$ cat src/rtl/hog_feature_reader_if.sv
// AXI-Stream style bus carrying packed HOG feature beats.
// Ports: tdata/tvalid/tlast from master, tready from slave.
interface hog_feature_reader_if #(
    parameter int DW = 40
) ();
    logic [DW-1:0] tdata;
    logic          tvalid;
    logic          tready;
    logic          tlast;

    modport master (
        output tdata,
        output tvalid,
        output tlast,
        input  tready
    );

    modport slave (
        input  tdata,
        input  tvalid,
        input  tlast,
        output tready
    );
endinterface

$ cat src/rtl/hog_feature_reader.sv
// Sweeps the four HOG result BRAM banks and streams packed beats.
// Ports: aclk/arest, start/busy/done, bank B-port addr/enb/dout, m_axis.
module hog_feature_reader #(
    parameter int RAM_AW        = 17,
    parameter int QN            = 10,
    parameter int FEATURE_DEPTH = 7936,
    parameter int RD_LAT        = 2,
    parameter int FIFO_DEPTH    = 4
) (
    input  logic              aclk,
    input  logic              arest,
    input  logic              start,
    output logic              busy,
    output logic              done,
    output logic [RAM_AW-1:0] res_addrb_0,
    output logic [RAM_AW-1:0] res_addrb_1,
    output logic [RAM_AW-1:0] res_addrb_2,
    output logic [RAM_AW-1:0] res_addrb_3,
    output logic              enb_0,
    output logic              enb_1,
    output logic              enb_2,
    output logic              enb_3,
    input  logic [QN-1:0]     res_doutb_0,
    input  logic [QN-1:0]     res_doutb_1,
    input  logic [QN-1:0]     res_doutb_2,
    input  logic [QN-1:0]     res_doutb_3,
    hog_feature_reader_if.master m_axis
);
    localparam int DW = 4 * QN;
    localparam int PW = $clog2(FIFO_DEPTH);
    localparam int CW = $clog2(FIFO_DEPTH + 1);
    localparam int IW = $clog2(RD_LAT + 1);

    localparam logic [RAM_AW-1:0] LAST_ADDR = RAM_AW'(FEATURE_DEPTH - 1);
    localparam logic [PW-1:0]     PTR_MAX   = PW'(FIFO_DEPTH - 1);
    localparam logic [CW:0]       DEPTH_C   = (CW + 1)'(FIFO_DEPTH);

    typedef enum logic [1:0] {
        S_IDLE,
        S_READ,
        S_DRAIN
    } state_t;

    state_t state_q;
    state_t state_d;

    logic [RAM_AW-1:0] addr_q;
    logic [RD_LAT-1:0] vld_sr;
    logic [RD_LAT-1:0] last_sr;
    logic [IW-1:0]     inflight;
    logic              done_q;

    logic [DW-1:0] mem      [FIFO_DEPTH];
    logic          mem_last [FIFO_DEPTH];
    logic [PW-1:0] wr_ptr;
    logic [PW-1:0] rd_ptr;
    logic [CW-1:0] count;

    logic credit_ok;
    logic start_ok;
    logic issue;
    logic push;
    logic pop;
    logic hs_last;
    logic [DW-1:0] beat_in;

    function automatic logic [PW-1:0] ptr_inc(input logic [PW-1:0] p);
        return (p == PTR_MAX) ? '0 : p + PW'(1);
    endfunction

    // Reads still travelling through the BRAM pipeline.
    always_comb begin
        inflight = '0;
        for (int i = 0; i < RD_LAT; i++) begin
            inflight = inflight + IW'(vld_sr[i]);
        end
    end

    // Every in-flight read owns a FIFO slot, so a push can never overflow.
    assign credit_ok = (({1'b0, count} + (CW + 1)'(inflight)) < DEPTH_C);

    // done_q blocks a start landing on the done cycle.
    assign start_ok = start && (state_q == S_IDLE) && !done_q;
    assign issue    = (state_q == S_READ) && credit_ok;
    assign push     = vld_sr[RD_LAT-1];
    assign pop      = m_axis.tvalid && m_axis.tready;
    assign hs_last  = pop && m_axis.tlast;
    assign beat_in  = {res_doutb_3, res_doutb_2, res_doutb_1, res_doutb_0};

    always_comb begin
        state_d = state_q;
        unique case (state_q)
            S_IDLE: begin
                if (start_ok) state_d = S_READ;
            end
            S_READ: begin
                if (issue && (addr_q == LAST_ADDR)) state_d = S_DRAIN;
            end
            S_DRAIN: begin
                if (hs_last) state_d = S_IDLE;
            end
            default: state_d = S_IDLE;
        endcase
    end

    always_ff @(posedge aclk or posedge arest) begin
        if (arest) begin
            state_q <= S_IDLE;
            addr_q  <= '0;
            vld_sr  <= '0;
            last_sr <= '0;
            done_q  <= 1'b0;
        end else begin
            state_q <= state_d;
            done_q  <= hs_last && (state_q == S_DRAIN);
            if (start_ok) begin
                addr_q <= '0;
            end else if (issue && (addr_q != LAST_ADDR)) begin
                addr_q <= addr_q + RAM_AW'(1);
            end
            vld_sr[0]  <= issue;
            last_sr[0] <= issue && (addr_q == LAST_ADDR);
            for (int i = 1; i < RD_LAT; i++) begin
                vld_sr[i]  <= vld_sr[i-1];
                last_sr[i] <= last_sr[i-1];
            end
        end
    end

    always_ff @(posedge aclk or posedge arest) begin
        if (arest) begin
            wr_ptr <= '0;
            rd_ptr <= '0;
            count  <= '0;
            for (int i = 0; i < FIFO_DEPTH; i++) begin
                mem[i]      <= '0;
                mem_last[i] <= 1'b0;
            end
        end else begin
            if (push) begin
                mem[wr_ptr]      <= beat_in;
                mem_last[wr_ptr] <= last_sr[RD_LAT-1];
                wr_ptr           <= ptr_inc(wr_ptr);
            end
            if (pop) begin
                rd_ptr <= ptr_inc(rd_ptr);
            end
            if (push && !pop) begin
                count <= count + CW'(1);
            end else if (pop && !push) begin
                count <= count - CW'(1);
            end
        end
    end

    // Head is masked while empty so stale entries never leak out.
    assign m_axis.tvalid = (count != '0);
    assign m_axis.tdata  = m_axis.tvalid ? mem[rd_ptr] : '0;
    assign m_axis.tlast  = m_axis.tvalid && mem_last[rd_ptr];

    assign busy = (state_q != S_IDLE);
    assign done = done_q;

    assign enb_0 = issue;
    assign enb_1 = issue;
    assign enb_2 = issue;
    assign enb_3 = issue;

    assign res_addrb_0 = addr_q;
    assign res_addrb_1 = addr_q;
    assign res_addrb_2 = addr_q;
    assign res_addrb_3 = addr_q;
endmodule
$ cat src/flat_wrapper.sv
// flat-port wrapper written by rule: the top's interface ports become plain ports
module hog_feature_reader_flat 
#(
    parameter int RAM_AW        = 17,
    parameter int QN            = 10,
    parameter int FEATURE_DEPTH = 7936,
    parameter int RD_LAT        = 2,
    parameter int FIFO_DEPTH    = 4
)
  (aclk, arest, start, busy, done, res_addrb_0, res_addrb_1, res_addrb_2, res_addrb_3, enb_0, enb_1, enb_2, enb_3, res_doutb_0, res_doutb_1, res_doutb_2, res_doutb_3, m_axis_tdata, m_axis_tvalid, m_axis_tlast, m_axis_tready);
  hog_feature_reader_if m_axis_i ();
  input  logic aclk;
  input  logic arest;
  input  logic start;
  output logic busy;
  output logic done;
  output logic [RAM_AW-1:0] res_addrb_0;
  output logic [RAM_AW-1:0] res_addrb_1;
  output logic [RAM_AW-1:0] res_addrb_2;
  output logic [RAM_AW-1:0] res_addrb_3;
  output logic enb_0;
  output logic enb_1;
  output logic enb_2;
  output logic enb_3;
  input  logic [QN-1:0] res_doutb_0;
  input  logic [QN-1:0] res_doutb_1;
  input  logic [QN-1:0] res_doutb_2;
  input  logic [QN-1:0] res_doutb_3;
  output wire logic [$bits(m_axis_i.tdata)-1:0] m_axis_tdata;
  output wire logic [$bits(m_axis_i.tvalid)-1:0] m_axis_tvalid;
  output wire logic [$bits(m_axis_i.tlast)-1:0] m_axis_tlast;
  input wire logic [$bits(m_axis_i.tready)-1:0] m_axis_tready;
  assign m_axis_tdata = m_axis_i.tdata;
  assign m_axis_tvalid = m_axis_i.tvalid;
  assign m_axis_tlast = m_axis_i.tlast;
  assign m_axis_i.tready = m_axis_tready;
  hog_feature_reader #(.RAM_AW(RAM_AW), .QN(QN), .FEATURE_DEPTH(FEATURE_DEPTH), .RD_LAT(RD_LAT), .FIFO_DEPTH(FIFO_DEPTH)) u_core (.aclk(aclk), .arest(arest), .start(start), .busy(busy), .done(done), .res_addrb_0(res_addrb_0), .res_addrb_1(res_addrb_1), .res_addrb_2(res_addrb_2), .res_addrb_3(res_addrb_3), .enb_0(enb_0), .enb_1(enb_1), .enb_2(enb_2), .enb_3(enb_3), .res_doutb_0(res_doutb_0), .res_doutb_1(res_doutb_1), .res_doutb_2(res_doutb_2), .res_doutb_3(res_doutb_3), .m_axis(m_axis_i));
endmodule
$ cat config.mk
export PLATFORM = sky130hd
export DESIGN_NAME = hog_feature_reader_flat
export DESIGN_NICKNAME = d
export VERILOG_FILES = /design/src/rtl/hog_feature_reader_if.sv /design/src/rtl/hog_feature_reader.sv /design/src/flat_wrapper.sv
export SDC_FILE = /design/constraint.sdc
export NUM_CORES = 1
export LEC_CHECK = 0
export CAP_MARGIN = 20
export CORE_UTILIZATION = 55
export CTS_BUF_LIST = sky130_fd_sc_hd__clkbuf_4 sky130_fd_sc_hd__clkbuf_8
export CTS_CLUSTER_DIAMETER = 50
export CTS_CLUSTER_SIZE = 28
export DETAILED_ROUTE_END_ITERATION = 8
export GPL_ROUTABILITY_DRIVEN = 0
export PLACE_DENSITY = 0.83
export REMOVE_ABC_BUFFERS = 1
export SYNTH_ARGS = -nofsm -noshare
export SYNTH_HDL_FRONTEND = slang
export SYNTH_SLANG_ARGS = --single-unit
$ cat constraint.sdc
create_clock -name aclk -period 7.54 [get_ports aclk]
set_input_delay 1.131 -clock aclk [delete_from_list [all_inputs] [get_ports aclk]]
set_output_delay 1.131 -clock aclk [all_outputs]
set_load 0.01 [all_outputs]
* After elaboration in Yosys (flattened, before gate mapping)
Cells that the tools add are included.
Storage, ports and cells: bits in registers 195, input bits 44, word-level logic and storage cells 82
Cells by class: add/sub/neg operators 7, order comparisons 4, equality and inequality tests 9, multiplexer cells 23, bitwise gates (word level) 2, reduce and logical (&&, ||, !) cells 21
Operator list (count):
- bitwise mux 160 bit | 1
- two-way mux 40 bit | 4
- binary-select mux 40 bit (select 2 bit) | 1
- demux 40 bit (select 2 bit) | 1
- two-way mux 17 bit | 2
- adder 17 x 1 -> 17 bit, second input constant | 1
- == test 17 x 13 -> 1 bit, second input constant | 1
- inequality test 17 x 13 -> 1 bit, second input constant | 1
- logical AND 1 bit | 12
- two-way mux 2 bit | 5
- == test 2 bit, second input constant | 3
- >= comparator 3 bit, second input constant | 2
- two-way mux 3 bit | 2
- NOT 2 -> 3 bit | 2
- case mux 2 bit (3 select lines) | 1
- nonzero test 2 bit | 3
- adder 2 x 1 -> 2 bit, second input constant | 2
- adder 3 x 2 -> 4 bit | 1
- bitwise mux 4 bit | 1
- < comparator 4 x 3 -> 1 bit, second input constant | 1
- inequality test 2 x 1 -> 1 bit, second input constant | 2
- adder 3 x 1 -> 3 bit, second input constant | 1
- zero test 1 bit | 3
- < comparator 3 x 1 -> 1 bit, second input constant | 1
- 10 further kinds | 12

* Longest topological paths before layout
depth in word-level cells 8, gate-level depth with buffers 9

* Worst setup path before layout
No wires, ideal clock.
path type reg-to-output, start point register u_core.rd_ptr[0], end point output m_axis_tdata[10], arrival 1644 ps, required time 6409 ps, slack 4765 ps, stages on the path, launching flop included 5, cell sequence dfrtp_1 > clkbuf_1 > buf_2 > mux4_2 > and2_1
On the way: cells in the longest elaborated chain, start to end 5
Ends and longest elaborated chain:
- from (decl) | RTL line hog_feature_reader.sv:56 | logic [PW-1:0] rd_ptr;
- from (signal assigned) | RTL line hog_feature_reader.sv:146 | rd_ptr <= ptr_inc(rd_ptr);
- NOT 2 -> 3 bit (implied by the code) | RTL line hog_feature_reader.sv:158 | assign m_axis.tdata = m_axis.tvalid ? mem[rd_ptr] : '0;
- binary-select mux 40 bit (select 2 bit) | RTL line hog_feature_reader.sv:158
- two-way mux 40 bit (implied by the code) (2 in series) | RTL line hog_feature_reader.sv:158
- two-way mux 40 bit | RTL line hog_feature_reader.sv:158
- to (decl) | RTL line flat_wrapper.sv:29 | output wire logic [$bits(m_axis_i.tdata)-1:0] m_axis_tdata;
No other way between the ends. The select of a mux whose other input is x is not followed.

* Worst setup path after layout
start point register u_core.rd_ptr[0], end point output m_axis_tlast
On the way: cells in the longest elaborated chain, start to end 5
Ends and longest elaborated chain:
- NOT 2 -> 3 bit (implied by the code) | RTL line hog_feature_reader.sv:159 | assign m_axis.tlast = m_axis.tvalid && mem_last[rd_ptr];
- binary-select mux 1 bit (select 2 bit) | RTL line hog_feature_reader.sv:159
- two-way mux 1 bit (implied by the code) (2 in series) | RTL line hog_feature_reader.sv:159
- logical AND 1 bit | RTL line hog_feature_reader.sv:159
- to (decl) | RTL line flat_wrapper.sv:31 | output wire logic [$bits(m_axis_i.tlast)-1:0] m_axis_tlast;
No other way between the ends. The select of a mux whose other input is x is not followed.

==> impl_metrics.env <==
export IMPL_die_h_um=132.0
export IMPL_ys_ff_latch=195
export IMPL_synth_simple_area_share_pct=6.353
export IMPL_synth_area_mm2=0.009296
export IMPL_dr_wl_met3_um=910
export IMPL_synth_area_per_cell_um2=14.15
export IMPL_start_util_pct=56.26
export IMPL_wl_per_cell_um=19.49
export IMPL_grt_pass1_vias=6157
export IMPL_synth_area_mux_share_pct=30.79
export IMPL_drt_wl_total_mm=19.23
export IMPL_whs_ps=358.6
export IMPL_startpoint_type="flip-flop"
export IMPL_grt_max_degree=121
export IMPL_synthArstFlopShare_pct=100.0
export IMPL_ant_nets=0
export IMPL_synth_compound_area_share_pct=2.476
export IMPL_fmax_mhz=253.9
export IMPL_max_cap_violations=0
export IMPL_cp_required_ps=6410
export IMPL_crit_type="flip-flop to output pin"
export IMPL_synth_top_family_by_area="multiplexers"
export IMPL_die_w_um=132.0
export IMPL_insertion_delay_ps=460
export IMPL_clk_pin_slew_ps=90
export IMPL_post_cts_resized=0
export IMPL_grt_usage_pct=23.59
export IMPL_core_mm2=0.01652
export IMPL_ir_worst_vdd_v=0.0002314
export IMPL_cts_root_buffer="clkbuf_8"
export IMPL_status="finished, final reports clean"
export IMPL_p_per_area_mw_per_mm2=457.3
export IMPL_cts_buffer_depth=2
export IMPL_grt_pass1_wl_mm=31.75
export IMPL_placed_cell_area_mm2=0.01068
export IMPL_synth_cell_type_count=42
export IMPL_cts_tree="built"
export IMPL_via_per_inst=5.715
export IMPL_netlist_instances=657
export IMPL_min_path_type="flip-flop to flip-flop"
export IMPL_synth_edf_count=0
export IMPL_cts_made_buffers=17
export IMPL_slew_headroom_pct=38.00
export IMPL_fin_nets=807
export IMPL_hpwl_mm=12.20
export IMPL_wl_met2_mm=9.885
export IMPL_synthFlopType="dfrtp_1"
export IMPL_holdBufCountCts=0
export IMPL_synth_fa_ha_area_share_pct=1.292
export IMPL_firstDrtPassIters=4
export IMPL_p_leak_nw=4.561
export IMPL_yosys_warnings=0
export IMPL_ys_seq_area_share_pct=52.49
export IMPL_drt_met1_wl_mm=8.167
export IMPL_setup_viol=0
export IMPL_fin_skew_ps=8.989
export IMPL_die_area_mm2=0.01743
export IMPL_tns_ps=0
export IMPL_drc=0
export IMPL_syn_to_final_growth_pct=19.64
export IMPL_io_pins=160
export IMPL_period_share_pct=52.23
export IMPL_globalRouteOverflowTotal=0
export IMPL_synth_xor_area_share_pct=0.2826
export IMPL_worstMarginPinSlew_ps=930.0
export IMPL_dp_cells=953
export IMPL_period_needed_ps=3938
export IMPL_arrival_ps=2810
export IMPL_crit_path_end_kind="output pin"
export IMPL_portBuffers=159
export IMPL_final_max_slew_violation_count=0
export IMPL_num_rows=47
export IMPL_antenna_found_initial=0
export IMPL_stdcell_area_mm2=0.01112
export IMPL_routed_top_layer="met4"
export IMPL_final_cells=987
export IMPL_post_cts_buffers=0
export IMPL_hold_viol_final=0
export IMPL_drt_iter0_markers=232
export IMPL_n_antenna_cell=0
export IMPL_ctsHtreeMaxLevel=4
export IMPL_path_max_fanout=44
export IMPL_vias=5641
export IMPL_drive_gt1_share_pct=34.16
export IMPL_cts_sinks=195
export IMPL_rsz0062_at_grt="false"
[worst max-delay path, stage by stage, from the launching register on]
cell,delay (ps)
dfrtp_4,1040
mux4_2,620
and2_1,170
clkdlybuf4s50_1,500
[layout make-up]
class                      count  area, um^2
fill                        1125        5403
sequential                   195        4885
multi-input combinational    364        3840
timing repair buffer         167        1664
clock buffer                  24       317.8
tap                          220       275.3
clock inverter                 8       98.84
inverter                       9       41.29
[metrics by stage]
stage | setup slack, ps | total power, W | util [%]
2_1_floorplan | 1097 | 0.003350 | -
3_3_place_gp | 4042 | 0.004306 | 64.62
3_5_place_dp | 4057 | 0.004434 | 64.62
4_1_cts | 3517 | 0.005133 | 67.14
5_1_grt | 3403 | 0.005396 | 67.31
6_report | 3602 | 0.005086 | 67.31
[cell usage after synthesis, types with 4 or more instances]
| master | instances | area (um^2) |
|---|---|---|
| o31ai_1 | 6 | 45.04 |
| ha_1 | 8 | 100.1 |
| buf_1 | 16 | 60.06 |
| o21ai_0 | 4 | 20.02 |
| or4_1 | 6 | 45.04 |
| buf_4 | 55 | 412.9 |
| buf_2 | 4 | 20.02 |
| mux4_2 | 41 | 923.4 |
| inv_1 | 9 | 33.78 |
| nand2_1 | 22 | 82.58 |
| nand3_1 | 9 | 45.04 |
| dfrtp_1 | 195 | 4880 |
| mux2i_1 | 7 | 70.07 |
| mux2_2 | 166 | 1869 |
| a21oi_1 | 9 | 45.04 |
| and2_1 | 41 | 256.5 |
| clkbuf_1 | 13 | 48.80 |
| nor2_1 | 6 | 22.52 |
| o211ai_1 | 4 | 30.03 |
[sequential cells by signal, summed over array words and instances (netlist names)]
signal              flops
u_core.wr_ptr           2
u_core.rd_ptr           2
u_core.mem_last         4
u_core.done             1
u_core.count            3
u_core.res_addrb_0     17
u_core.vld_sr           2
u_core.mem            160
u_core.state_q          2
u_core.last_sr          2
[final timing paths]
| path | from | to | slack (ps) | cells past startpoint |
|---|---|---|---|---|
| max in group asynchronous | arest | u_core.mem[43]$_DFFE_PP0P_ | 4890 | 3 |
| worst max register to register | u_core.count[0]$_DFFE_PP0P_ | u_core.count[2]$_DFFE_PP0P_ | 5020 | 9 |
| worst min register to register | u_core.last_sr[0]$_DFF_PP0_ | u_core.last_sr[1]$_DFF_PP0_ | 360 | 0 |
| min in group asynchronous | arest | u_core.mem[42]$_DFFE_PP0P_ | 1200 | 2 |
| worst max-delay path | u_core.rd_ptr[0]$_DFFE_PP0P_ | m_axis_tlast | 3600 | 3 |
| worst min-delay path | u_core.last_sr[0]$_DFF_PP0_ | u_core.last_sr[1]$_DFF_PP0_ | 360 | 0 |
[layout by cell type (no fill, tap or decap), drive strengths merged, types with 9 or more instances in the layout]
cell,instances
a21oi,9
and2,41
dfrtp,195
inv,9
nand2,22
nand3,9
clkbuf,25
clkdlybuf4s50,159
mux4,41
mux2,166
[metal layers]
layer	track usage, %	vias to the layer above
met2	40.45	186
met3	4.537	19
met5	0	-
li1	-	2509
met4	7.752	0
met1	30.25	2927
[cell families after synthesis]
| family | after synthesis |
|---|---|
| mux | 214 |
| flops | 195 |
| simple gates | 105 |
| buf+inv | 98 |
| compound gates | 33 |
| fa+ha+maj | 9 |
| xor+xnor | 3 |
[report_power, final]
part           switching (W)  leakage (nW)  internal (W)
Sequential          0.000383          2.29       0.00154
Clock               0.000348         0.212      0.000345
Combinational       0.000887          2.06       0.00158
Total                0.00162          4.56       0.00347
No activity file was read; power rests on OpenSTA's default activity.
